`src/rtl/wb_port_arbiter.sv`:
```
// rtl/wb_port_arbiter.sv - register-file write port arbiter between W-stage writeback and MDU results
// MDU results queue in a small FIFO and drain into idle slots, or force a one-cycle W stall.
module wb_port_arbiter #(
   parameter int DEPTH    = 2,
   parameter int MAX_WAIT = 4
) (
   input  logic        clk,
   input  logic        rst_n,
   input  logic        pipe_we,
   input  logic [4:0]  pipe_addr,
   input  logic [31:0] pipe_data,
   input  logic        mdu_valid,
   input  logic [4:0]  mdu_addr,
   input  logic [31:0] mdu_data,
   output logic        mdu_ready,
   output logic        rf_we,
   output logic [4:0]  rf_addr,
   output logic [31:0] rf_data,
   output logic        stall_w,
   input  logic [4:0]  rs_addr,
   input  logic [4:0]  rt_addr,
   output logic        busy_rs,
   output logic        busy_rt
);
   localparam int PW = $clog2(DEPTH);
   localparam int CW = $clog2(DEPTH + 1);

   logic [PW-1:0] rd_ptr_q, rd_ptr_d, wr_ptr_q, wr_ptr_d;
   logic [CW-1:0] count_q, count_d;
   logic [3:0]    age_q, age_d;
   logic [4:0]    addr_q [DEPTH];
   logic [4:0]    addr_d [DEPTH];
   logic [31:0]   data_q [DEPTH];
   logic [31:0]   data_d [DEPTH];

   logic          pipe_eff, full, forced, pop, push, push_wr;
   logic          hit_rs, hit_rt;
   logic [PW-1:0] rel;

   always_comb begin
      pipe_eff  = pipe_we && (pipe_addr != 5'd0);
      full      = (count_q == CW'(DEPTH));
      forced    = full || ((count_q != '0) && (age_q >= 4'(MAX_WAIT)));
      pop       = forced || ((count_q != '0) && !pipe_eff);
      mdu_ready = rst_n && !full;
      push      = mdu_valid && mdu_ready;
      push_wr   = push && (mdu_addr != 5'd0);
      stall_w   = rst_n && forced;

      if (pop) begin
         rf_we   = rst_n;
         rf_addr = addr_q[rd_ptr_q];
         rf_data = data_q[rd_ptr_q];
      end else begin
         rf_we   = rst_n && pipe_eff;
         rf_addr = pipe_addr;
         rf_data = pipe_data;
      end

      // A slot is live when its distance from the head is below count; the head stays busy while popping.
      hit_rs = push && (mdu_addr == rs_addr);
      hit_rt = push && (mdu_addr == rt_addr);
      rel    = '0;
      for (int i = 0; i < DEPTH; i++) begin
         rel = PW'(i) - rd_ptr_q;
         if (CW'(rel) < count_q) begin
            if (addr_q[i] == rs_addr) hit_rs = 1'b1;
            if (addr_q[i] == rt_addr) hit_rt = 1'b1;
         end
      end
      busy_rs = rst_n && hit_rs && (rs_addr != 5'd0);
      busy_rt = rst_n && hit_rt && (rt_addr != 5'd0);

      addr_d = addr_q;
      data_d = data_q;
      if (push_wr) begin
         addr_d[wr_ptr_q] = mdu_addr;
         data_d[wr_ptr_q] = mdu_data;
      end
      wr_ptr_d = wr_ptr_q + PW'(push_wr);
      rd_ptr_d = rd_ptr_q + PW'(pop);
      count_d  = count_q + CW'(push_wr) - CW'(pop);

      if (pop || (count_q == '0))
         age_d = 4'd0;
      else if (age_q < 4'(MAX_WAIT))
         age_d = age_q + 4'd1;
      else
         age_d = age_q;
   end

   always_ff @(posedge clk or negedge rst_n) begin
      if (!rst_n) begin
         rd_ptr_q <= '0;
         wr_ptr_q <= '0;
         count_q  <= '0;
         age_q    <= 4'd0;
         for (int i = 0; i < DEPTH; i++) begin
            addr_q[i] <= 5'd0;
            data_q[i] <= 32'd0;
         end
      end else begin
         rd_ptr_q <= rd_ptr_d;
         wr_ptr_q <= wr_ptr_d;
         count_q  <= count_d;
         age_q    <= age_d;
         for (int i = 0; i < DEPTH; i++) begin
            addr_q[i] <= addr_d[i];
            data_q[i] <= data_d[i];
         end
      end
   end
endmodule

```
`config.mk`:
```
export PLATFORM = sky130hd
export DESIGN_NAME = wb_port_arbiter
export DESIGN_NICKNAME = d
export VERILOG_FILES = /design/src/rtl/wb_port_arbiter.sv
export SDC_FILE = /design/constraint.sdc
export NUM_CORES = 1
export LEC_CHECK = 0
export ABC_CLOCK_PERIOD_IN_PS = 2650
export CAP_MARGIN = 10
export CELL_PAD_IN_SITES_DETAIL_PLACEMENT = 2
export CELL_PAD_IN_SITES_GLOBAL_PLACEMENT = 2
export CORE_MARGIN = 2
export CORE_UTILIZATION = 32
export CTS_BUF_LIST = sky130_fd_sc_hd__clkbuf_8
export DETAILED_ROUTE_END_ITERATION = 16
export GPL_TIMING_DRIVEN = 0
export PLACE_DENSITY = 0.88
export SLEW_MARGIN = 20
export SYNTH_ARGS = -nofsm -noshare
export SYNTH_HDL_FRONTEND = slang
export SYNTH_SLANG_ARGS = --single-unit
export TNS_END_PERCENT = 10
```
`constraint.sdc`:
```
create_clock -name clk -period 2.65 [get_ports clk]
set_input_delay 0.3975 -clock clk [delete_from_list [all_inputs] [get_ports clk]]
set_output_delay 0.3975 -clock clk [all_outputs]
set_load 0.05 [all_outputs]
```
==> reports/results.txt <==
Outcome: finished, final reports clean
Fin crit share: 98.2%
Reg clk slew, reported paths: 0.08 ns
Final setup violation count: 0
Synth unique cells: 30
Via count: 3234
Die height: 122 µm
CTS buffer count: 9
Layout area overhead: 43.0%
H-tree depth: 3
#FFs+latches synth: 82
Async S/R FF share, synth: 100%
Ranking of synthesized cells by area: dfrtp_1 (46%), mux2_2 (35%), xor2_1 (3.9%)
Critical path peak fanout: 6
Initial Util: 32.5%
Mapped Area: 4450 µm²
Static leakage: 2.68 nW
First-pass GRT wire length: 21100 µm
HP Class: input pin to asynchronous set/reset pin
Placed cell area: 5990 µm²
R2r startpoint: count_q[1]
Vias in the first global route: 3725
Top FF cell, synth: dfrtp_1
Worst setup path end: rf_data[1]
Net Switching: 0.00409 W
Gate Count Post-Synth: 331
Cell area power density: 1440 nW/µm²
Seq/Total Area, Yosys: 46.1%
WS Path Type: input pin to output port
CTS Hold Bufs: 0
Antenna Nets Post-Route: 0
Router iterations before antenna repair: 4
FP Rows: 43
Total GRT Usage: 19.1%
Die X: 122 µm
Core Area: 13700 µm²
RePlAce Congestion: 0.802
Largest net degree at the start of global routing: 48
Max Root-Sink Buffers: 2
RR Endpoint: data_q[4]
Die area: 14900 µm²
R2r worst-path depth: 8
Setup WS pre-CTS: -0.940 ns
RSZ-0062 raised after global routing: true
Post-layout instance area: 6370 µm²
Maxcap violations: 0
Final WL: 13700 µm
WP data required: 2.25 ns
CTS tree: yes
Clock group share of total power: 9.0%
Antenna violations before repair: 0
Post-synth top area cell: dfrtp_1
Sequential share of power: 25.1%
Share of the synthesized area in the top cell type: 46.1%
IO buf count: 129
Slew headroom: 51.2%
Worst Slack Setup Final: 0.0472 ns
Worst-margin pin slew: 0.733 ns
Fmax: 0.384 GHz
Clk_skew: 0.00591 ns
Final Hold Fails: 0
Wire per inst: 20.7 µm
Switching share of total power: 44.6%
# fillers: 1350
Worst path arrival time: 2.21 ns
Root buf cell: clkbuf_8
Final net count: 571
Crit path from: pipe_addr[4]
Combinational power share: 65.9%
Commonest cells post-synth: mux2_2 (138), dfrtp_1 (82), xor2_1 (20), xnor2_1 (14)
Post-DP HPWL: 9840 µm
Sinks on Clock Net: 82
Peak supply drop: 0.000869 V
YS warnings: 0
Grt ovf: 0
CP Capture Type: output port
Top-count cell post-synth: mux2_2
Initial DRC count: 93
DRC: 0
Final min period: 2.60 ns
Pint: 0.00509 W
R2R setup slack: 0.33 ns
Vias per cell: 4.89
Mapped Nets: 424
Layout cell share with drive strength beyond 1: 48.3%
Diode count: 0
Worst-Skew Late Latency: 0.36 ns
Final Max Slew Viols: 0
I/O pins: 130
Post-synth EDFFs: 0
Critical Path Start Type: input pin
Mapped Avg Cell Area: 13.5 µm²
## through the flow
stage                     TNS (ns)  hold WS [ns]  util [%]  instances  total power [W]
after floorplan                  0         0.102         -        331          0.00618
after global placement     -466.21         0.421      43.5        640          0.00768
after detailed placement    -82.79         0.420      43.7        641          0.00791
after CTS                  -0.0731        0.0268      46.2        660          0.00920
after global routing        -0.271        0.0534      46.4        662          0.00967
final                            0        0.0185      46.4        662          0.00918
## routing by layer
layer / up-vias / part of all wire (%) / track usage (%)
li1: 1465 / - / -
met1: 1676 / 40 / 22.7
met2: 77 / 54 / 34.7
met3: 16 / 4.0 / 3.28
met4: 0 / 1.9 / 6.61
met5: - / 0 / 0
## worst max-delay path: stages
cell,delay (ns)
clkdlybuf4s15_2,0.22
or4_4,0.47
o211ai_4,0.23
o21ai_4,0.10
buf_8,0.16
buf_12,0.14
mux2_4,0.31
buf_6,0.16
## power by group through the flow
| stage | clock network [W] | logic, W | registers [W] |
|---|---|---|---|
| 5_1_grt | 0.000887 | 0.00638 | 0.00240 |
| 4_1_cts | 0.000849 | 0.00605 | 0.00230 |
| 3_5_place_dp | 0 | 0.00559 | 0.00232 |
| 2_1_floorplan | 0 | 0.00403 | 0.00215 |
| 3_3_place_gp | 0 | 0.00544 | 0.00223 |
| 6_report | 0.000823 | 0.00605 | 0.00230 |
## flip-flops by register name, summed over array words and instances (netlist names)
register  flops
wr_ptr_q      1
data_q       64
addr_q       10
count_q       2
rd_ptr_q      1
age_q         4
## repair_timing
action,in CTS,in global routing
endpoints found under the setup margin,101,78
gates resized for setup,302,16
buffers inserted,2,2
pin swaps,2,2
cloned,2,0
## final cells by class
| type | count | area, µm² | share of cell area, % |
|---|---|---|---|
| Multi-Input combinational cell | 226 | 2330 | 36.6 |
| Sequential cell | 82 | 2050 | 32.2 |
| Timing Repair Buffer | 136 | 1420 | 22.3 |
| Tap cell | 180 | 225 | 3.54 |
| Clock buffer | 11 | 151 | 2.38 |
| Buffer | 16 | 140 | 2.20 |
| Inverter | 7 | 26.3 | 0.412 |
| Clock inverter | 4 | 18.8 | 0.295 |
## cell usage in the layout, fill, tap and decap left out, types with 3 or more instances in the layout
master | Yosys | routed
inv_1 | 7 | 8
clkbuf_8 | 0 | 11
or4_1 | 3 | 3
buf_8 | 0 | 7
mux2_4 | 10 | 11
xor2_1 | 20 | 20
clkdlybuf4s15_2 | 0 | 4
ha_1 | 5 | 5
nor2_1 | 8 | 8
clkdlybuf4s50_1 | 0 | 85
buf_2 | 2 | 3
buf_4 | 0 | 10
nand4_1 | 4 | 4
mux2_2 | 138 | 137
dfrtp_1 | 82 | 81
clkbuf_2 | 0 | 5
clkinv_2 | 0 | 3
buf_6 | 2 | 31
o21ai_0 | 4 | 3
xnor2_1 | 14 | 14
## logic make-up after synthesis
family,Yosys count,share of synthesized area [%]
xor gates and xnor gates,34,6.69
other,1,0.0842
muxes,148,38.3
AOI/OAI and AO/OA,11,1.66
buffers and inverters,23,2.33
adders and majority gates,5,1.40
and+or+nand+nor,27,3.48
DFF,82,46.1
## worst min path at each step
stage	end	slack, ns
2_1_floorplan	addr_q[0]	0.10
4_1_cts	data_q[49]	0.03
3_3_place_gp	age_q[0]	0.42
6_report	data_q[49]	0.02
3_5_place_dp	data_q[49]	0.42
5_1_grt	data_q[45]	0.05
(Power assumes the default switching activity.)
